## config.mk

```make
export PLATFORM = sky130hd
export DESIGN_NAME = rom_segment_cache
export DESIGN_NICKNAME = d
export VERILOG_FILES = /design/src/rtl/rom_segment_cache.sv
export SDC_FILE = /design/constraint.sdc
export NUM_CORES = 1
export LEC_CHECK = 0
export ABC_AREA = 1
export BUFFER_PORTS_ARGS = -buffer_cell sky130_fd_sc_hd__buf_2
export CAP_MARGIN = 20
export CORE_ASPECT_RATIO = 1.1
export CORE_MARGIN = 2
export CORE_UTILIZATION = 56
export CTS_CLUSTER_SIZE = 24
export DETAILED_ROUTE_END_ITERATION = 8
export PLACE_DENSITY_LB_ADDON = 0.12
export SLEW_MARGIN = 10
export SYNTH_ARGS = -nofsm -noshare
export SYNTH_HDL_FRONTEND = slang
export SYNTH_SLANG_ARGS = --single-unit
export TNS_END_PERCENT = 1
```

## constraint.sdc

```tcl
create_clock -name clk -period 1.65 [get_ports clk]
set_input_delay 0.165 -clock clk [delete_from_list [all_inputs] [get_ports clk]]
set_output_delay 0.165 -clock clk [all_outputs]
set_load 0.1 [all_outputs]
```

## src/rtl/rom_segment_cache.sv

```systemverilog
// Single-word ROM segment cache: answers hits combinationally and refills one
// 32-bit SDRAM word through a req/ack/valid handshake with the arbiter.
//
// state  | meaning
// S_IDLE | serve hits from the cached word, launch a refill on a read miss
// S_REQ  | ctrl_req high, ctrl_addr held at req_tag, waiting for ctrl_ack
// S_WAIT | request accepted, waiting for ctrl_valid to deliver the word
module rom_segment_cache #(
  parameter int          ROM_ADDR_WIDTH = 16,
  parameter int          ROM_DATA_WIDTH = 8,
  parameter logic [23:0] ROM_OFFSET     = 24'h0
) (
  input  logic                      clk,
  input  logic                      reset_n,
  input  logic                      cs,
  input  logic                      oe,
  input  logic                      flush,
  input  logic [ROM_ADDR_WIDTH-1:0] rom_addr,
  output logic [ROM_DATA_WIDTH-1:0] rom_data,
  output logic [22:0]               ctrl_addr,
  output logic                      ctrl_req,
  input  logic                      ctrl_ack,
  input  logic                      ctrl_valid,
  output logic                      ctrl_hit,
  input  logic [31:0]               ctrl_data
);

  localparam int          SHIFT     = (ROM_DATA_WIDTH == 8) ? 2 : (ROM_DATA_WIDTH == 16) ? 1 : 0;
  localparam logic [1:0]  LANE_MASK = 2'((1 << SHIFT) - 1);
  localparam logic [22:0] BASE      = {1'b0, ROM_OFFSET[23:2]};

  typedef enum logic [1:0] {S_IDLE, S_REQ, S_WAIT} state_t;

  state_t                    state, state_nxt;
  logic [31:0]               cache_data;
  logic [ROM_ADDR_WIDTH-1:0] cache_tag;
  logic                      cache_vld;
  logic [ROM_ADDR_WIDTH-1:0] req_tag;
  logic                      flush_pend;
  logic [ROM_ADDR_WIDTH-1:0] word_idx;
  logic [1:0]                lane;
  logic                      start;
  logic                      fill;
  logic                      bypass;

  function automatic logic [22:0] map_addr(input logic [ROM_ADDR_WIDTH-1:0] idx);
    return BASE + 23'(idx);
  endfunction

  function automatic logic [ROM_DATA_WIDTH-1:0] pick_lane(input logic [31:0] word,
                                                          input logic [1:0]  sel);
    logic [31:0] shifted;
    shifted = word >> (int'(sel) * ROM_DATA_WIDTH);
    return shifted[ROM_DATA_WIDTH-1:0];
  endfunction

  assign word_idx = rom_addr >> SHIFT;
  assign lane     = rom_addr[1:0] & LANE_MASK;
  assign ctrl_hit = cs & cache_vld & (cache_tag == word_idx) & ~flush;
  assign start    = (state == S_IDLE) & cs & oe & ~ctrl_hit;
  assign fill     = ((state == S_REQ) & ctrl_ack & ctrl_valid) | ((state == S_WAIT) & ctrl_valid);
  assign bypass   = (state == S_WAIT) & ctrl_valid & (req_tag == word_idx);

  always_ff @(posedge clk or negedge reset_n) begin
    if (!reset_n) state <= S_IDLE;
    else          state <= state_nxt;
  end

  always_comb begin
    state_nxt = state;
    case (state)
      S_IDLE:  if (start) state_nxt = S_REQ;
      S_REQ:   if (ctrl_ack) state_nxt = ctrl_valid ? S_IDLE : S_WAIT;
      S_WAIT:  if (ctrl_valid) state_nxt = S_IDLE;
      default: state_nxt = S_IDLE;
    endcase
  end

  always_comb begin
    ctrl_req  = (state == S_REQ);
    ctrl_addr = map_addr((state == S_IDLE) ? word_idx : req_tag);
    rom_data  = pick_lane(bypass ? ctrl_data : cache_data, lane);
  end

  // A flush seen while a refill is in flight poisons that refill, so stale
  // pre-download data never becomes valid.
  always_ff @(posedge clk or negedge reset_n) begin
    if (!reset_n) begin
      cache_data <= '0;
      cache_tag  <= '0;
      cache_vld  <= 1'b0;
      req_tag    <= '0;
      flush_pend <= 1'b0;
    end else begin
      if (start) req_tag <= word_idx;
      if (fill) begin
        if (!(flush_pend || flush)) begin
          cache_data <= ctrl_data;
          cache_tag  <= req_tag;
          cache_vld  <= 1'b1;
        end else begin
          cache_vld <= 1'b0;
        end
        flush_pend <= 1'b0;
      end else if (flush) begin
        cache_vld <= 1'b0;
        if (state != S_IDLE) flush_pend <= 1'b1;
      end
    end
  end

endmodule
```

==> reports/metrics.cfg, run 1 <==
[routing]
first_pass_iters=6
avgViaCountPerCell=5.218
drtAntennaViolNets=0
dr.first_iter.drc_count=298
drc=0
num_vias=4618
drt_wl_total_um=12440
wire_per_inst_um=14.06

[setup_path]
required_ps=1480
cp.arrival_ps=2190
path_cells=inv_2 > nand2_2 > nand2_2 > nor2_2 > nand2_1 > nor2_4 > bufbuf_16 > nand3_1 > nand3_1 > nand2_1 > nand2_1 > nand2_2 > buf_12
setup.worst_path.class=reg2out
crit_path_end_kind=output pin
cp_max_fo=16
critPathMaxStageDelay_ps=400
crit_slowest_cell=dfrtp_1
start_kind=register

[logic_synthesis]
synth-xor-area-share=0.02206
syn_area_mm2=0.004367
yosys.area_share.simple=0.3516
synth_top_family_by_area=simple AND/OR/NAND/NOR gates
synth_compound_area_frac=0.09771
synth_cells=649
netlist.area_leader.share=0.3668
synth_area_leaders=dfrtp_1 37%, nand2_1 20%, nand3_1 9.3%, inv_1 8.7%, o21ai_2 5.8%
synth_seq_cells=64
synthAdderAreaFrac=0
seq_area_frac_synth=0.3668
syn_area_per_cell_um2=6.728
yosys_warnings=0
synthMuxAreaShare=0
synth_cell_types=27
yosysTopAreaCell=dfrtp_1

[timing]
finalCriticalPeriod_ps=2351
clock.fmax_mhz=425.3
timing.final.crit_share=1.425
setup_slack_ps=-701.2
hold_violations=0
rsz0062_at_grt=yes
setup-violations-final=23
finClkSkew_ps=9.730
drv_slew=0

[placement]
post-dp-hpwl_um=8666
placedCellCount=864
place.port_buffers=78
gp_congestion=0.9157

[global_route]
grt_max_degree=65
grt_pass1_wl_um=20820
grt_usage=0.3070
grt_pass1_vias=4512
overflow=0
antenna_found_initial=0

[final_layout]
nNetsFinal=831
final_util=0.8110
ff_latch_area_mm2=0.001602
drive_above_1_share=0.3269
finalNonFillerCells=885
nFillCells=522
antenna_cells=0
syn2layout_area_growth_pct=39.57
multi_input_area_mm2=0.002372

[cts]
htreeDepth=3
cts_tree=built
clk_pin_slew_ps=70
cts_root_buffer=clkbuf_8
clk_latency_ps=350
numCtsBuffers=9
clkSinkCount=64
cts_buffer_depth=2

[power_and_ir_drop]
peakVddDrop_mv=1.051
power.share.clock=0.160
power_density_mw_per_mm2=1601
p_leak_nw=3.353
switchingPower_mw=4.520
p_sw_frac=0.4632
p_int_mw=5.238
pwr-share-seq=0.277
comb_power_share=0.563

[floorplanning]
io_pins=88
initial_core_util=0.5811
die_area_mm2=0.008521
num_rows=33
die_y_um=96.62
die_w_um=88.20
core_mm2=0.007515

[job]
max-cap-violations=0

[worst_hold_path]
hold_path.class=in2reg

[status]
violations=negative setup slack
status=finished with violations

## Yosys cell counts, drive strengths merged
| master | number |
|---|---|
| nand2 | 234 |
| inv | 105 |
| nand3 | 81 |
| dfrtp | 64 |
| o21ai | 61 |
| nor2 | 37 |
| buf | 30 |
| clkbuf | 9 |
| nor3 | 7 |
| xor2 | 7 |
| xnor2 | 4 |
| nand4 | 3 |
| nor4 | 2 |
| a21oi | 1 |
| conb | 1 |
| nor3b | 1 |
| nor4b | 1 |
| o31ai | 1 |
## cells by family (layout without fill, tap and decap cells)
family / after synthesis / after routing
flops: 64 / 64
simple gates: 366 / 366
compound gates: 63 / 63
other cells: 1 / 9
buf+inv: 144 / 267
xor+xnor: 11 / 11
## power by group through the flow
| stage | sequential (mW) | combinational (mW) | clock [mW] |
|---|---|---|---|
| global placement | 2.65 | 5.25 | 0 |
| floorplan | 2.59 | 3.69 | 0 |
| CTS | 2.68 | 5.46 | 1.55 |
| finish | 2.70 | 5.50 | 1.56 |
| detailed placement | 2.70 | 5.36 | 0 |
| global route | 2.78 | 5.94 | 1.62 |
## cell usage in the layout (no fill, tap or decap), drive strengths merged
cell type,n
nand2,234
buf,144
inv,105
nand3,81
dfrtp,64
o21ai,61
nor2,37
clkbuf,12
conb,9
xor2,7
nor3,7
xnor2,4
nand4,3
nor4,2
bufinv,2
dlygate4sd3,2
nor4b,1
nor3b,1
o31ai,1
a21oi,1
clkinv,1
bufbuf,1
## state kept, by name, indices dropped and copies added (netlist names)
register	count
cache_data	32
cache_tag	14
state	2
req_tag	14
cache_vld	1
flush_pend	1
## metrics by stage
step / TNS (ps) / instance area (um2) / total power [mW] / worst slack [ps] / hold slack (ps)
2_1_floorplan: -13390 / 4587 / 6.273 / -226.6 / -130.6
3_3_place_gp: -1717 / 5718 / 7.903 / -227.0 / 208.9
3_5_place_dp: -1979 / 5718 / 8.060 / -262.6 / 217.8
4_1_cts: -7901 / 6053 / 9.693 / -608.8 / 25.11
5_1_grt: -10380 / 6095 / 10.34 / -821.3 / 28.85
6_report: -8135 / 6095 / 9.758 / -701.2 / 29.81
## layout make-up
cell class / count / area share
inverter: 105 / 0.06467
multi-input combinational: 449 / 0.3892
tap: 105 / 0.02156
clock inverter: 3 / 0.01068
clock buffer: 12 / 0.02546
timing repair buffer: 147 / 0.2256
sequential: 64 / 0.2628
## path summary, 6_finish.rpt
kind / start / end / slack, ps / cells past startpoint
worst min register to register: cache_data[18] / cache_data[18] / 490 / 2
worst min-delay path: ctrl_valid / state[1] / 30 / 2
min in group asynchronous: reset_n / cache_data[3] / 350 / 3
worst max register to register: cache_tag[7] / req_tag[1] / 50 / 8
max in group asynchronous: reset_n / req_tag[0] / 990 / 3
worst max-delay path: req_tag[8] / rom_data[3] / -700 / 13
## worst max-delay path: cells and delay by family (launching register included)
| kind | cells | cell delay, ps |
|---|---|---|
| buffers and inverters | 3 | 540 |
| flip-flops | 1 | 400 |
| AND/OR/NAND/NOR | 10 | 890 |
## what timing repair did
item                                   in CTS  in global routing
pin swaps                                   5                  3
resized for setup                          18                 13
cloned                                      1                  0
setup buffers                               3                  0
hold buffers                                2                  0
endpoints found under the hold margin      65                  0
setup endpoints to repair                  24                 78
## routing by layer
layer	up-vias	global-route usage	routed length (um)
li1	2237	-	-
met1	2104	0.3730	4825
met2	227	0.5252	6389
met3	50	0.04437	685
met4	0	0.1422	542
met5	-	0	0
(Power assumes the default switching activity.)
==> inputs of run 2 (changes only) <==
--- a/config.mk
+++ b/config.mk
@@ -10,7 +10,7 @@
 export CAP_MARGIN = 20
 export CORE_ASPECT_RATIO = 1.1
 export CORE_MARGIN = 2
-export CORE_UTILIZATION = 56
+export CORE_UTILIZATION = 50
 export CTS_CLUSTER_SIZE = 24
 export DETAILED_ROUTE_END_ITERATION = 8
 export PLACE_DENSITY_LB_ADDON = 0.12
==> constraint.sdc (replaced) <==
create_clock -name clk -period 2.1 [get_ports clk]
set_input_delay 0.21 -clock clk [delete_from_list [all_inputs] [get_ports clk]]
set_output_delay 0.21 -clock clk [all_outputs]
set_load 0.1 [all_outputs]
==> run 2 against run 1 <==
The run still ends with negative setup slack left. Routed wire length grew 0.43%. Critical path depth is the same. First-iteration DRC count shrank 38%. Worst hold slack gained 43 ps. Die area grew 11%. Critical endpoint is now rom_data[7]. Largest cell class unchanged. Highest routed layer unchanged.
==> reports/metrics.cfg, run 2 (same netlist as run 1, synthesis figures left out) <==
[status]
status=finished with violations
violations=negative setup slack

[setup_path]
start_kind=register
r2r_slack_ps=190  ; +140 ps
ff2ff_path_depth=9  ; +1
timing.rr.start=state[0]
crit_path_end_kind=output pin
required_ps=1890  ; +410 ps
r2r_end=cache_data[19]
setup.worst_path.class=reg2out
cp_max_fo=8  ; -8
cp.arrival_ps=2270  ; +80 ps

[cts]
htreeDepth=3  ; unchanged
cts_tree=built
clkSinkCount=64  ; unchanged
clk_latency_ps=350  ; about the same
numCtsBuffers=9  ; unchanged
cts_buffer_depth=2  ; unchanged
cts_root_buffer=clkbuf_8
clk_pin_slew_ps=70  ; about the same

[floorplanning]
initial_core_util=0.5167  ; -0.06443
die_y_um=102.0  ; +5.6%
num_rows=35  ; +6.1%
io_pins=88  ; unchanged
core_mm2=0.008452  ; +12%
die_w_um=93.11  ; +5.6%
die_area_mm2=0.009498  ; +11%

[final_layout]
antenna_cells=0  ; unchanged
regMostFlops=cache_data
nNetsFinal=788  ; -5.2%
nFillCells=736  ; +41%
layout_commonest_cell=nand2_1
drive_above_1_share=0.2913  ; -0.03560
finalNonFillerCells=849  ; -4.1%
final_cell_mix=206 x nand2_1, 90 x inv_1, 68 x nand3_1
largest_register_ffs=32  ; unchanged
syn2layout_area_growth_pct=29.20
top_regs=cache_data (32), cache_tag (14), req_tag (14)

[routing]
num_vias=4431  ; -4.0%
wire_per_inst_um=14.72  ; +4.7%
first_pass_iters=6  ; unchanged
drc=0  ; unchanged
drtAntennaViolNets=0  ; unchanged
dr.first_iter.drc_count=186  ; -38%
avgViaCountPerCell=5.219  ; about the same
drt_wl_total_um=12500  ; +0.43%

[global_route]
overflow=0  ; unchanged
grt_max_degree=65  ; unchanged
antenna_found_initial=0  ; unchanged
grt_pass1_vias=3995  ; -11%
grt_usage=0.2534  ; -0.05361
grt_pass1_wl_um=18830  ; -9.6%

[timing]
setup_slack_ps=-377.4  ; +323.8 ps
setup-violations-final=8  ; -65%
drv_slew=0  ; unchanged
timing.final.crit_share=1.180
rsz0062_at_grt=yes
relSlewSlack=0.5878
finClkSkew_ps=14.60  ; +4.868 ps
hold_violations=0  ; unchanged
clock.fmax_mhz=403.7
finalCriticalPeriod_ps=2477
tightest_slew_ps=617.6

[placement]
place.port_buffers=78  ; unchanged
post-dp-hpwl_um=8300  ; -4.2%
gp_congestion=0.9209  ; +0.57%
pre_cts_slack_ps=74.28  ; +336.9 ps
placedCellCount=818  ; -5.3%

[power_and_ir_drop]
power_density_mw_per_mm2=1267  ; -21%
p_leak_nw=3.095  ; -7.7%
comb_power_share=0.552  ; -0.011
switchingPower_mw=3.412  ; -25%
p_sw_frac=0.4775  ; +0.01428
power.share.clock=0.153  ; -0.007
p_int_mw=3.734  ; -29%
peakVddDrop_mv=0.8817  ; -16%
total_power_mw=7.146  ; -27%
pwr-share-seq=0.295  ; +0.018

[worst_hold_path]
min_delay_path_depth=2  ; unchanged
hold_path.class=in2reg
worstHoldStart=ctrl_ack
whs_endpoint=state[0]

[job]
max-cap-violations=0  ; unchanged

run 2: changes by cell type in the layout (fill, tap and decap cells not counted), sizes merged:
| cell | previous run | this run |
|---|---|---|
| buf | 144 | 99 |
| bufbuf | 1 | 0 |
| bufinv | 2 | 1 |
| clkbuf | 12 | 15 |
| clkinv | 1 | 3 |
| clkinvlp | 0 | 1 |
| dlygate4sd3 | 2 | 1 |
run 2: how the worst max path moves through the flow:
| stage | from | end | slack (ps) |
|---|---|---|---|
| floorplan | state[1] | ctrl_addr[10] | -330 |
| global placement | req_tag[3] | rom_data[1] | 80 |
| detailed placement | req_tag[3] | rom_data[4] | 70 |
| CTS | state[1] | rom_data[1] | -250 |
| global route | state[0] | rom_data[7] | -490 |
| finish | req_tag[2] | rom_data[7] | -380 |
run 2: power groups by stage:
stage          clock [mW]  combinational [mW]  sequential [mW]
3_5_place_dp            0                3.74             2.11
3_3_place_gp            0                3.69             2.08
6_report             1.09                3.94             2.11
2_1_floorplan           0                2.70             2.03
4_1_cts              1.10                3.79             2.09
5_1_grt              1.16                4.27             2.17
run 2: area by class of cell:
class,count,area [um2],area share
clock buffers,11,141.4,0.02506
clock inverters,5,56.30,0.009980
inverters,105,394.1,0.06986
multi-input cells,449,2252,0.3992
flip-flops and latches,64,1603,0.2841
well taps,111,138.9,0.02462
repair buffers,104,1056,0.1872
run 2: per-layer routing:
metal	track usage	share of wire
met2	0.4314	0.50
met5	0	0
met4	0.1572	0.048
met1	0.2971	0.38
met3	0.04794	0.067
run 2: per-stage QoR:
stage | cell area [um2] | setup TNS, ps | hold WS [ps] | util
floorplan | 4397 | -11080 | -85.59 | -
global placement | 5090 | 0 | 219.2 | 0.6022
detailed placement | 5090 | 0 | 212.3 | 0.6022
CTS | 5335 | -1802 | 69.45 | 0.6312
global route | 5642 | -3636 | 65.97 | 0.6675
finish | 5642 | -2704 | 73.01 | 0.6675
run 2: critical path: stages (launching register included):
cell	delay (ps)
dfrtp_1	400
inv_2	70
nand2_2	70
nand2_2	70
nor2_4	140
nand2_2	100
nor2_4	280
clkbuf_16	220
nand3_1	90
nand3_1	100
nand2_1	60
nand2_1	70
nand2_2	70
buf_12	160
run 2: repair_timing:
item / CTS / global route
endpoints found under the hold margin: 20 / 0
resized for setup: 17 / 43
cloned: 0 / 6
setup buffers: 0 / 8
hold buffers: 1 / 0
endpoints found under the setup margin: 9 / 9
pin swaps: 1 / 43
